`src/rtl/dm_spi_frame_sequencer_if.sv`:
```
// Bundle between the frame sequencer and its environment (channel buffer RAM,
// per-bus SPI shifters, frame trigger and status registers).
interface dm_spi_frame_sequencer_if #(
  parameter int NUM_BUS = 6,
  parameter int DATA_W  = 24,
  parameter int ADDR_W  = 5
);
  logic                        Start;
  logic                        ClrFlags;
  logic [ADDR_W-1:0]           RdAddr;
  logic [DATA_W-1:0]           RdData;
  logic [NUM_BUS*DATA_W-1:0]   SpiData;
  logic [1:0]                  SpiCsSel;
  logic                        SpiGo;
  logic [NUM_BUS-1:0]          SpiBusy;
  logic                        Busy;
  logic                        FrameDone;
  logic                        Fault;
  logic [1:0]                  FaultCs;
  logic                        Overrun;

  // Sequencer side.
  modport master (
    input  Start, ClrFlags, RdData, SpiBusy,
    output RdAddr, SpiData, SpiCsSel, SpiGo, Busy, FrameDone, Fault, FaultCs, Overrun
  );

  // Environment side: trigger source, buffer RAM, shifters.
  modport slave (
    output Start, ClrFlags, RdData, SpiBusy,
    input  RdAddr, SpiData, SpiCsSel, SpiGo, Busy, FrameDone, Fault, FaultCs, Overrun
  );
endinterface

```
`src/rtl/dm_spi_frame_sequencer.sv`:
```
// Walks chip-select slots 0..NUM_CS-1 of one deformable-mirror update frame:
// fetch one word per bus from the channel buffer, launch all shifters, wait, gap.
module dm_spi_frame_sequencer #(
  parameter int NUM_BUS        = 6,
  parameter int NUM_CS         = 4,
  parameter int DATA_W         = 24,
  parameter int ADDR_W         = 5,
  parameter int GAP_CYCLES     = 4,
  parameter int TIMEOUT_CYCLES = 1024
) (
  input logic                      clk,
  input logic                      nRst,
  dm_spi_frame_sequencer_if.master ctl_if
);

  localparam int IDX_W  = $clog2(NUM_BUS + 1);
  localparam int WCNT_W = $clog2(TIMEOUT_CYCLES + 1);
  localparam int GCNT_W = $clog2(GAP_CYCLES + 1);

  typedef enum logic [2:0] {
    S_IDLE,
    S_LOAD,
    S_LAUNCH,
    S_WAIT,
    S_GAP,
    S_DONE
  } state_t;

  state_t                    state_q;
  logic [1:0]                cs_q;
  logic [IDX_W-1:0]          idx_q;
  logic [WCNT_W-1:0]         wcnt_q;
  logic [GCNT_W-1:0]         gcnt_q;
  logic [ADDR_W-1:0]         rd_addr_q;
  logic [NUM_BUS*DATA_W-1:0] spi_data_q;
  logic [1:0]                spi_cs_sel_q;
  logic                      spi_go_q;
  logic                      busy_q;
  logic                      frame_done_q;
  logic                      fault_q;
  logic [1:0]                fault_cs_q;
  logic                      overrun_q;

  logic                      overrun_set_d;
  logic                      timeout_d;
  logic                      shifters_idle_d;

  function automatic logic [ADDR_W-1:0] slot_base(input logic [1:0] cs);
    return ADDR_W'(int'(cs) * NUM_BUS);
  endfunction

  // Any Start outside IDLE (DONE included) is a request we cannot honour.
  assign overrun_set_d   = ctl_if.Start && (state_q != S_IDLE);
  assign shifters_idle_d = ~|ctl_if.SpiBusy;
  assign timeout_d       = (state_q == S_WAIT) && !shifters_idle_d &&
                           (wcnt_q == WCNT_W'(TIMEOUT_CYCLES - 1));

  always_ff @(posedge clk or negedge nRst) begin
    if (!nRst) begin
      state_q      <= S_IDLE;
      cs_q         <= 2'd0;
      idx_q        <= '0;
      wcnt_q       <= '0;
      gcnt_q       <= '0;
      rd_addr_q    <= '0;
      spi_data_q   <= '0;
      spi_cs_sel_q <= 2'd0;
      spi_go_q     <= 1'b0;
      busy_q       <= 1'b0;
      frame_done_q <= 1'b0;
      fault_q      <= 1'b0;
      fault_cs_q   <= 2'd0;
      overrun_q    <= 1'b0;
    end else begin
      spi_go_q     <= 1'b0;
      frame_done_q <= 1'b0;

      // Sticky flags: a set event in the same cycle as ClrFlags wins.
      if (overrun_set_d)        overrun_q <= 1'b1;
      else if (ctl_if.ClrFlags) overrun_q <= 1'b0;

      if (timeout_d) begin
        fault_q    <= 1'b1;
        fault_cs_q <= cs_q;
      end else if (ctl_if.ClrFlags) begin
        fault_q    <= 1'b0;
      end

      case (state_q)
        S_IDLE: begin
          if (ctl_if.Start) begin
            state_q   <= S_LOAD;
            cs_q      <= 2'd0;
            idx_q     <= '0;
            rd_addr_q <= slot_base(2'd0);
            busy_q    <= 1'b1;
          end
        end

        // idx_q counts LOAD cycles; word for bus b arrives while idx_q == b+1.
        S_LOAD: begin
          for (int b = 0; b < NUM_BUS; b++) begin
            if (idx_q == IDX_W'(b + 1)) spi_data_q[b*DATA_W +: DATA_W] <= ctl_if.RdData;
          end
          if (idx_q < IDX_W'(NUM_BUS - 1)) rd_addr_q <= rd_addr_q + ADDR_W'(1);
          if (idx_q == IDX_W'(NUM_BUS)) begin
            state_q      <= S_LAUNCH;
            spi_go_q     <= 1'b1;
            spi_cs_sel_q <= cs_q;
          end else begin
            idx_q <= idx_q + IDX_W'(1);
          end
        end

        S_LAUNCH: begin
          state_q <= S_WAIT;
          wcnt_q  <= '0;
        end

        // Shifters may not raise busy until a cycle after SpiGo.
        S_WAIT: begin
          if (timeout_d) begin
            state_q <= S_IDLE;
            busy_q  <= 1'b0;
          end else if ((wcnt_q != '0) && shifters_idle_d) begin
            state_q <= S_GAP;
            gcnt_q  <= '0;
          end else begin
            wcnt_q <= wcnt_q + WCNT_W'(1);
          end
        end

        S_GAP: begin
          if (gcnt_q == GCNT_W'(GAP_CYCLES - 1)) begin
            if (cs_q == 2'(NUM_CS - 1)) begin
              state_q      <= S_DONE;
              frame_done_q <= 1'b1;
              busy_q       <= 1'b0;
            end else begin
              state_q   <= S_LOAD;
              cs_q      <= cs_q + 2'd1;
              idx_q     <= '0;
              rd_addr_q <= slot_base(cs_q + 2'd1);
            end
          end else begin
            gcnt_q <= gcnt_q + GCNT_W'(1);
          end
        end

        S_DONE:  state_q <= S_IDLE;
        default: state_q <= S_IDLE;
      endcase
    end
  end

  assign ctl_if.RdAddr    = rd_addr_q;
  assign ctl_if.SpiData   = spi_data_q;
  assign ctl_if.SpiCsSel  = spi_cs_sel_q;
  assign ctl_if.SpiGo     = spi_go_q;
  assign ctl_if.Busy      = busy_q;
  assign ctl_if.FrameDone = frame_done_q;
  assign ctl_if.Fault     = fault_q;
  assign ctl_if.FaultCs   = fault_cs_q;
  assign ctl_if.Overrun   = overrun_q;

endmodule

```
`src/flat_wrapper.sv`:
```
// flat-port wrapper written by rule: the top's interface ports become plain ports
module dm_spi_frame_sequencer_flat 
#(
  parameter int NUM_BUS        = 6,
  parameter int NUM_CS         = 4,
  parameter int DATA_W         = 24,
  parameter int ADDR_W         = 5,
  parameter int GAP_CYCLES     = 4,
  parameter int TIMEOUT_CYCLES = 1024
)
  (clk, nRst, ctl_if_Start, ctl_if_ClrFlags, ctl_if_RdData, ctl_if_SpiBusy, ctl_if_RdAddr, ctl_if_SpiData, ctl_if_SpiCsSel, ctl_if_SpiGo, ctl_if_Busy, ctl_if_FrameDone, ctl_if_Fault, ctl_if_FaultCs, ctl_if_Overrun);
  dm_spi_frame_sequencer_if #(.NUM_BUS(NUM_BUS), .DATA_W(DATA_W), .ADDR_W(ADDR_W)) ctl_if_i ();
  input logic clk;
  input logic nRst;
  input wire logic [$bits(ctl_if_i.Start)-1:0] ctl_if_Start;
  input wire logic [$bits(ctl_if_i.ClrFlags)-1:0] ctl_if_ClrFlags;
  input wire logic [$bits(ctl_if_i.RdData)-1:0] ctl_if_RdData;
  input wire logic [$bits(ctl_if_i.SpiBusy)-1:0] ctl_if_SpiBusy;
  output wire logic [$bits(ctl_if_i.RdAddr)-1:0] ctl_if_RdAddr;
  output wire logic [$bits(ctl_if_i.SpiData)-1:0] ctl_if_SpiData;
  output wire logic [$bits(ctl_if_i.SpiCsSel)-1:0] ctl_if_SpiCsSel;
  output wire logic [$bits(ctl_if_i.SpiGo)-1:0] ctl_if_SpiGo;
  output wire logic [$bits(ctl_if_i.Busy)-1:0] ctl_if_Busy;
  output wire logic [$bits(ctl_if_i.FrameDone)-1:0] ctl_if_FrameDone;
  output wire logic [$bits(ctl_if_i.Fault)-1:0] ctl_if_Fault;
  output wire logic [$bits(ctl_if_i.FaultCs)-1:0] ctl_if_FaultCs;
  output wire logic [$bits(ctl_if_i.Overrun)-1:0] ctl_if_Overrun;
  assign ctl_if_i.Start = ctl_if_Start;
  assign ctl_if_i.ClrFlags = ctl_if_ClrFlags;
  assign ctl_if_i.RdData = ctl_if_RdData;
  assign ctl_if_i.SpiBusy = ctl_if_SpiBusy;
  assign ctl_if_RdAddr = ctl_if_i.RdAddr;
  assign ctl_if_SpiData = ctl_if_i.SpiData;
  assign ctl_if_SpiCsSel = ctl_if_i.SpiCsSel;
  assign ctl_if_SpiGo = ctl_if_i.SpiGo;
  assign ctl_if_Busy = ctl_if_i.Busy;
  assign ctl_if_FrameDone = ctl_if_i.FrameDone;
  assign ctl_if_Fault = ctl_if_i.Fault;
  assign ctl_if_FaultCs = ctl_if_i.FaultCs;
  assign ctl_if_Overrun = ctl_if_i.Overrun;
  dm_spi_frame_sequencer #(.NUM_BUS(NUM_BUS), .NUM_CS(NUM_CS), .DATA_W(DATA_W), .ADDR_W(ADDR_W), .GAP_CYCLES(GAP_CYCLES), .TIMEOUT_CYCLES(TIMEOUT_CYCLES)) u_core (.clk(clk), .nRst(nRst), .ctl_if(ctl_if_i));
endmodule
```
`config.mk`:
```
export PLATFORM = sky130hd
export DESIGN_NAME = dm_spi_frame_sequencer_flat
export DESIGN_NICKNAME = d
export VERILOG_FILES = /design/src/rtl/dm_spi_frame_sequencer_if.sv /design/src/rtl/dm_spi_frame_sequencer.sv /design/src/flat_wrapper.sv
export SDC_FILE = /design/constraint.sdc
export NUM_CORES = 1
export LEC_CHECK = 0
export BUFFER_PORTS_ARGS = -buffer_cell sky130_fd_sc_hd__buf_2
export CORE_MARGIN = 2
export CORE_UTILIZATION = 25
export CTS_BUF_LIST = sky130_fd_sc_hd__clkbuf_8 sky130_fd_sc_hd__clkbuf_16
export CTS_CLUSTER_DIAMETER = 80
export DETAILED_ROUTE_END_ITERATION = 6
export PLACE_DENSITY_LB_ADDON = 0.2
export SLEW_MARGIN = 20
export SYNTH_ARGS = -nofsm -noshare
export SYNTH_HDL_FRONTEND = slang
export SYNTH_SLANG_ARGS = --single-unit
```
`constraint.sdc`:
```
create_clock -name clk -period 3.89 [get_ports clk]
set_clock_uncertainty 0.2 [all_clocks]
set_input_delay 0.1945 -clock clk [delete_from_list [all_inputs] [get_ports clk]]
set_output_delay 0.1945 -clock clk [all_outputs]
set_load 0.01 [all_outputs]
```
==> metrics, run 1 <==
Root Buffer=sky130_fd_sc_hd__clkbuf_16; Via-to-Cell Ratio=4.32; required time of the worst setup path=4.01 ns; number of distinct library cells after synthesis=41; top cells by count, synth=sky130_fd_sc_hd__dfrtp_1 (180), sky130_fd_sc_hd__mux2_2 (149), sky130_fd_sc_hd__nand2_1 (21); Synthesized Nets=567; cell with the most instances after synthesis=sky130_fd_sc_hd__dfrtp_1; clk sinks=180; antenna violations before repair=0; overall routing resource usage=13.3%; post-CTS clock slew at the launch and capture registers of the worst setup and hold paths=0.07 ns; Core Box Area=28800 µm²; synth-to-layout area growth=32.4%; H-tree levels=4; buffers inserted by post-CTS timing repair=0; Bufs on Longest Clock Path=2; most area-consuming cells after synthesis=sky130_fd_sc_hd__dfrtp_1 (61%), sky130_fd_sc_hd__mux2_2 (23%), sky130_fd_sc_hd__ha_1 (2.2%); TritonCTS clock tree=built; startpoint type of the worst setup path=flip-flop; Port Buffer Count=~190; total number of vias=4930; Post-synth EDFFs=0; headroom to the max-slew limit=34.0%; library cell occupying the most area in the post-synthesis netlist=sky130_fd_sc_hd__dfrtp_1; latest clock arrival within the worst-skew pair=0.43 ns; wire length of the first global-routing pass=31.2 mm; Achievable Freq=0.378 GHz; combined area of all synthesized cells=7330 µm²; count of endpoints failing setup in the final report=0; part of the cycle the worst path needs=between 60% and 70%; number of warnings reported in the yosys synthesis log=0; fraction of layout instances using a drive strength above 1=51.3%; number of remaining DRC errors=0; max-cap viol count=0; worst-margin pin slew=0.987 ns; hold crit path type=primary input to flip-flop; sum of net half-perimeters after detailed placement=13.5 mm; number of nets at the end of the flow=790; num ports=192; maximum ir drop on the vdd rail=0.319 mV; FILL cells=2905; final critical-path required period=about 2.6 ns; Starting Density=around a quarter; setup TNS=0 ns; GR Overflow Total=0; Synth top area share=61.5%; crit-path max FO=9; Antenna Violating Nets Remaining=0; worst hold slack=0.167 ns; final hold violation count=0; total power divided by cell area=between 700 and 800 nW/µm²; DRT Pass-1 Iters=5; synthesized instance count=520; overall die area=30700 µm²; final number of max-transition violations=0; largest net degree at the start of global routing=84; slowest cell on the critical path=sky130_fd_sc_hd__or4_4; number of global-route vias before repair=5122; overall die height=175 µm; outcome=completed; std cell rows=62; WL/cell=17.4 µm; Worst EP arrival=2.77 ns; flops & latches, synth=180; Critical Path End Type=flip-flop; primary flip-flop cell chosen by synthesis mapping=sky130_fd_sc_hd__dfrtp_1; Post-Place Setup Slack=roughly 1.2 ns; setup repair after global routing missed its margin=no; share of flip-flops with an asynchronous set or reset after synthesis=between 90% and 100%; horizontal die dimension=175 µm; antenna fix cells=0; longest individual stage delay on the worst path=a little over 0.6 ns; standby leakage power=4.58 nW; final weighted congestion of routability-driven global placement=0.720; total wirelength of the detailed-routed design=19.8 mm; final standard cell utilization of the core=33.7%; starting DRC count in detailed routing=169; CP cell instances=ha_1 -> nand3_1 -> or4_4 -> nor2_2 -> buf_4 -> mux2_2; Worst Slack Setup Final=1.24 ns; sequential cell area fraction in the yosys report=roughly three fifths; TritonCTS Buffers=17; class of the most critical setup path=flip-flop to flip-flop; Avg Inst Size Synth=about 14 µm²
worst paths after layout:
check	start	endpoint	slack, ns	cells after the start
max	u_core.wcnt_q[0]	u_core.ctl_if.FaultCs[0]	1.24	6
min	ctl_if_SpiBusy[4]	u_core.wcnt_q[10]	0.17	5
max reg2reg	u_core.wcnt_q[0]	u_core.ctl_if.FaultCs[0]	1.24	6
min reg2reg	u_core.gcnt_q[2]	u_core.gcnt_q[2]	0.30	1
max in group asynchronous	nRst	u_core.state_q[0]	2.46	3
min in group asynchronous	nRst	u_core.ctl_if.SpiData[108]	0.19	2
power by group:
group | leakage, nW | internal (mW) | switching (mW)
registers | 2.21 | 2.66 | 0.424
clock network | 0.315 | 1.15 | 0.773
logic | 2.05 | 1.31 | 1.38
timing repair:
action                     in CTS  in global routing
hold buffers                   28                  0
gates resized for setup         0                  0
hold endpoints to repair      226                  0
setup endpoints to repair       0                  0
metal layers:
metal  share of wire (%)  vias to the layer above  track usage [%]
met4                 1.4                        0             4.06
li1                    -                     2307                -
met1                  44                     2489             17.0
met2                  48                      118             21.0
met5                   0                        -                0
met3                 6.7                       16             4.98
flip-flops by register name, indices dropped and copies added (netlist names):
name                     flops
u_core.ctl_if.Fault          1
u_core.state_q               3
u_core.ctl_if.RdAddr         5
u_core.wcnt_q               11
u_core.ctl_if.SpiData      144
u_core.cs_q                  2
u_core.ctl_if.Overrun        1
u_core.ctl_if.SpiCsSel       2
u_core.gcnt_q                3
u_core.ctl_if.Busy           1
u_core.ctl_if.FrameDone      1
u_core.ctl_if.SpiGo          1
u_core.ctl_if.FaultCs        2
u_core.idx_q                 3
layout make-up:
type / instances / area (µm²) / share of cell area (%)
Timing Repair Buffer: 228 / 1340 / 13.8
Tap cell: 384 / 480 / 4.95
Clock buffer: 17 / 425 / 4.39
Clock inverter: 15 / 226 / 2.33
Multi-Input combinational cell: 300 / 2670 / 27.5
Sequential cell: 180 / 4500 / 46.4
Inverter: 16 / 60.1 / 0.619
kinds of logic (layout without fill, tap and decap cells):
logic type	after synthesis	after routing	synth area share (%)
flops	180	180	61.5
mux	149	149	22.9
simple gates	78	78	5.62
compound gates	59	59	5.33
buf+inv	40	276	2.36
fa+ha+maj	13	13	2.22
xor+xnor	1	1	0.120
worst max-delay path, delay by kind of cell (launching register included):
kind	cells	cell delay [ns]
simple gates	3	1.10
flops	1	0.43
mux	1	0.34
buf+inv	1	0.24
fa+ha+maj	1	0.22
layout by cell type (no fill, tap or decap), types with 3 or more instances in the layout:
master	n
sky130_fd_sc_hd__a21oi_1	10
sky130_fd_sc_hd__a22o_1	5
sky130_fd_sc_hd__and3_1	3
sky130_fd_sc_hd__buf_2	190
sky130_fd_sc_hd__buf_4	7
sky130_fd_sc_hd__bufinv_16	5
sky130_fd_sc_hd__clkbuf_16	17
sky130_fd_sc_hd__clkinvlp_4	3
sky130_fd_sc_hd__dfrtp_1	180
sky130_fd_sc_hd__dlygate4sd3_1	28
sky130_fd_sc_hd__ha_1	13
sky130_fd_sc_hd__inv_1	18
sky130_fd_sc_hd__inv_6	3
sky130_fd_sc_hd__mux2_2	149
sky130_fd_sc_hd__nand2_1	21
sky130_fd_sc_hd__nand2b_1	4
sky130_fd_sc_hd__nand3_1	16
sky130_fd_sc_hd__nor2_1	9
sky130_fd_sc_hd__nor3_1	5
sky130_fd_sc_hd__nor4_1	3
sky130_fd_sc_hd__o21ai_0	17
sky130_fd_sc_hd__o22ai_1	7
sky130_fd_sc_hd__o31ai_1	7
through the flow:
step / instance area [µm²] / std cells / power (mW)
after floorplan: 7330 / 520 / 4.58
after global placement: 8770 / 1080 / 5.82
after detailed placement: 8770 / 1080 / 5.84
after CTS: 9700 / 1140 / 7.83
after global routing: 9700 / 1140 / 8.18
final: 9700 / 1140 / 7.70
Note: power is estimated with default switching activity, not from simulation.
==> run 2: changes to the inputs <==
--- a/config.mk
+++ b/config.mk
@@ -5,6 +5,7 @@
 export SDC_FILE = /design/constraint.sdc
 export NUM_CORES = 1
 export LEC_CHECK = 0
+export ABC_AREA = 1
 export BUFFER_PORTS_ARGS = -buffer_cell sky130_fd_sc_hd__buf_2
 export CORE_MARGIN = 2
 export CORE_UTILIZATION = 25
==> constraint.sdc (replaced) <==
create_clock -name clk -period 2.54 [get_ports clk]
set_clock_uncertainty 0.2 [all_clocks]
set_input_delay 0.127 -clock clk [delete_from_list [all_inputs] [get_ports clk]]
set_output_delay 0.127 -clock clk [all_outputs]
set_load 0.01 [all_outputs]
==> run 2 against run 1 <==
- non-clock buffer count up 3
- maximum frequency up 23%
- cell count up 20%
- wire length up 4.2%
- sequential share of layout area down 0.20 points
- combinational power up 69%
- utilization down 0.75 points
- count of clock-buffer cells in the layout up 2
- power up 61%
- first-iteration DRC count up 110%
- critical path type unchanged
- largest cell class unchanged
- highest routed layer unchanged
==> metrics, run 2 <==
cell with the most instances after synthesis=sky130_fd_sc_hd__nand2_1; top metal layer carrying routed signals=met4; most frequent cells in the layout=sky130_fd_sc_hd__nand2_1 (206), sky130_fd_sc_hd__buf_2 (190), sky130_fd_sc_hd__dfrtp_1 (180); count of endpoints failing setup in the final report=0 (unchanged); final number of max-transition violations=0 (unchanged); H-tree levels=4 (unchanged); number of distinct library cells after synthesis=38 (-7.3%); total wirelength of the detailed-routed design=20.7 mm (+4.2%); synthesized instance count=750 (+44%); Avg Inst Size Synth=9.97 µm² (-29%); Port Buffer Count=191 (unchanged); WL/cell=15.1 µm (-13%); CP cell instances=inv_1 -> ha_1 -> nand2_1 -> nor2_4 -> inv_2 -> o21ai_0; top cells by count, synth=sky130_fd_sc_hd__nand2_1 (208), sky130_fd_sc_hd__dfrtp_1 (180), sky130_fd_sc_hd__o21ai_1 (90); starting DRC count in detailed routing=358 (+110%); Synth top area share=60.2% (-1.2 points); Bufs on Longest Clock Path=2 (unchanged); hold crit path type=primary input to async pin; fraction of layout instances using a drive strength above 1=30.4% (-21 points); primary flip-flop cell chosen by synthesis mapping=sky130_fd_sc_hd__dfrtp_1; class of the most critical setup path=flip-flop to flip-flop; standby leakage power=4.93 nW (+7.8%); number of global-route vias before repair=5630 (+9.9%); Antenna Violating Nets Remaining=0 (unchanged); sum of net half-perimeters after detailed placement=13.8 mm (+2.2%); final hold violation count=0 (unchanged); max-cap viol count=0 (unchanged); total number of vias=5804 (+18%); Worst EP arrival=2.22 ns (-0.55 ns); total power divided by cell area=1270 nW/µm² (+60%); largest net degree at the start of global routing=70 (-17%); library cell occupying the most area in the post-synthesis netlist=sky130_fd_sc_hd__dfrtp_1; final standard cell utilization of the core=33.0% (-0.75 points); final weighted congestion of routability-driven global placement=0.723 (+0.29%); combined area of all synthesized cells=7480 µm² (+2.0%); sum of routed wire segments on met1=9.80 mm (+13%); number of nets at the end of the flow=1016 (+29%); Starting Density=25.3% (-0.17 points); num ports=192 (unchanged); startpoint type of the worst setup path=flip-flop; Critical Path End Type=flip-flop; Root Buffer=sky130_fd_sc_hd__clkbuf_16; antenna violations before repair=0 (unchanged); met2 wire length=9.42 mm (-1.1%); final cell area excluding filler cells=9740 µm² (+0.44%); Core Box Area=29600 µm² (+2.7%); required time of the worst setup path=2.61 ns (-1.40 ns); horizontal die dimension=177 µm (+0.99%); overall die height=177 µm (+0.99%); reg-to-reg setup timing slack=0.39 ns (-0.86 ns); worst hold slack=0.0372 ns (-0.130 ns); synth-to-layout area growth=30.3%; overall die area=31300 µm² (+2.0%); number of remaining DRC errors=0 (unchanged); FILL cells=3126 (+7.6%); most common cell after layout, fill and taps aside=sky130_fd_sc_hd__nand2_1; placed instance area=8820 µm² (+0.54%); most area-consuming cells after synthesis=sky130_fd_sc_hd__dfrtp_1 (60%), sky130_fd_sc_hd__nand2_1 (10%), sky130_fd_sc_hd__o21ai_1 (6.0%); Synthesized Nets=797 (+41%); wire length of the first global-routing pass=32.9 mm (+5.4%); std cell rows=63 (+1.6%); longest individual stage delay on the worst path=0.66 ns (+0.05 ns); outcome=completed; part of the cycle the worst path needs=84.7% (+17 points); number of warnings reported in the yosys synthesis log=0 (unchanged); antenna fix cells=0 (unchanged); post-CTS clock slew at the launch and capture registers of the worst setup and hold paths=0.07 ns (about the same); headroom to the max-slew limit=38.5% (+4.5 points); routed wire length on met3=1.14 mm (-14%); sequential cell area fraction in the yosys report=60.2% (-1.2 points); flip-flop count of the largest register after layout=144 (unchanged); crit-path max FO=52 (+43); maximum ir drop on the vdd rail=0.397 mV (+25%); clk sinks=180 (unchanged); setup TNS=0 ns (unchanged); setup repair after global routing missed its margin=no; Achievable Freq=0.465 GHz (+23%); share of flip-flops with an asynchronous set or reset after synthesis=100% (unchanged); flops & latches, synth=180 (unchanged); Post-synth EDFFs=0 (unchanged); TritonCTS clock tree=built; GR Overflow Total=0 (unchanged); worst-margin pin slew=0.922 ns (-0.0659 ns); overall routing resource usage=13.7% (+0.36 points); Via-to-Cell Ratio=4.23 (-2.1%); slowest cell on the critical path=sky130_fd_sc_hd__inv_2; DRT Pass-1 Iters=6 (+1); TritonCTS Buffers=17 (unchanged); latest clock arrival within the worst-skew pair=0.44 ns (about the same); final critical-path required period=2.15 ns (-0.494 ns)
-- run 2: cell types whose count changed after synthesis, sizes merged, moves of 6 or more --
cell,change
mux2,-149
nor2,+12
nand2,+200
nand4,+7
inv,+42
o31ai,-8
a21oi,-6
o21ai,+155
-- run 2: path summary, 6_finish.rpt --
| kind | to | depth (start not counted) | start |
|---|---|---|---|
| worst max-delay path | u_core.ctl_if.SpiData[127] | 6 | u_core.idx_q[0] |
| max in group asynchronous | u_core.ctl_if.SpiGo | 3 | nRst |
| worst min register to register | u_core.ctl_if.SpiData[2] | 2 | u_core.ctl_if.SpiData[2] |
| worst max register to register | u_core.ctl_if.SpiData[127] | 6 | u_core.idx_q[0] |
| min in group clk | u_core.ctl_if.Fault | 5 | ctl_if_SpiBusy[0] |
| worst min-delay path | u_core.ctl_if.SpiData[83] | 2 | nRst |
-- run 2: cell families (layout without fill, tap and decap cells) --
group	Yosys count	count (layout)	share of synthesized area (%)
AO/OA/AOI/OAI	182	182	13.4
XOR/XNOR	5	5	0.586
adder cells (fa/ha/maj)	13	13	2.18
buffers and inverters	90	321	6.41
flip-flops	180	180	60.2
AND/OR/NAND/NOR	280	280	17.2
-- run 2: critical path, delay by kind of cell (launching register included) --
family                     cells  cell delay, ns
adders and majority gates      1            0.25
DFF                            1            0.40
AOI/OAI and AO/OA              1            0.17
and+or+nand+nor                2            0.18
buffers and inverters          2            0.76
-- run 2: where the power goes --
part,switching (mW),internal (mW),total [mW]
combinational,2.76,1.79,4.55
sequential,0.726,4.14,4.86
clock,1.18,1.80,2.97
total,4.66,7.72,12.4
-- run 2: final cells by class --
| type | count | area, µm² | share of cell area (%) |
|---|---|---|---|
| timing repair buffer | 231 | 1370 | 14.0 |
| clock buffer | 19 | 453 | 4.65 |
| tap | 390 | 488 | 5.01 |
| clock inverter | 12 | 204 | 2.09 |
| sequential | 180 | 4500 | 46.2 |
| multi-input combinational | 480 | 2500 | 25.6 |
| inverter | 59 | 228 | 2.34 |
-- run 2: repair_timing --
action,in CTS,in global routing
hold buffers,27,0
endpoints found under the hold margin,215,0
setup buffers,0,0
endpoints found under the setup margin,0,0
resized for setup,0,0
-- run 2: through the flow --
stage          power, mW  cells  setup slack [ns]
2_1_floorplan       7.57    750             0.852
3_3_place_gp        9.45   1313             0.416
3_5_place_dp        9.51   1313             0.400
4_1_cts             12.6   1371             0.380
5_1_grt             13.4   1371             0.117
6_report            12.4   1371             0.389
-- run 2: per-layer routing --
metal  vias to the layer above  global-route usage, %
li1                       2892                      -
met1                      2757                   18.6
met2                       137                   21.3
met3                        18                   3.31
met4                         0                   4.58
met5                         -                      0
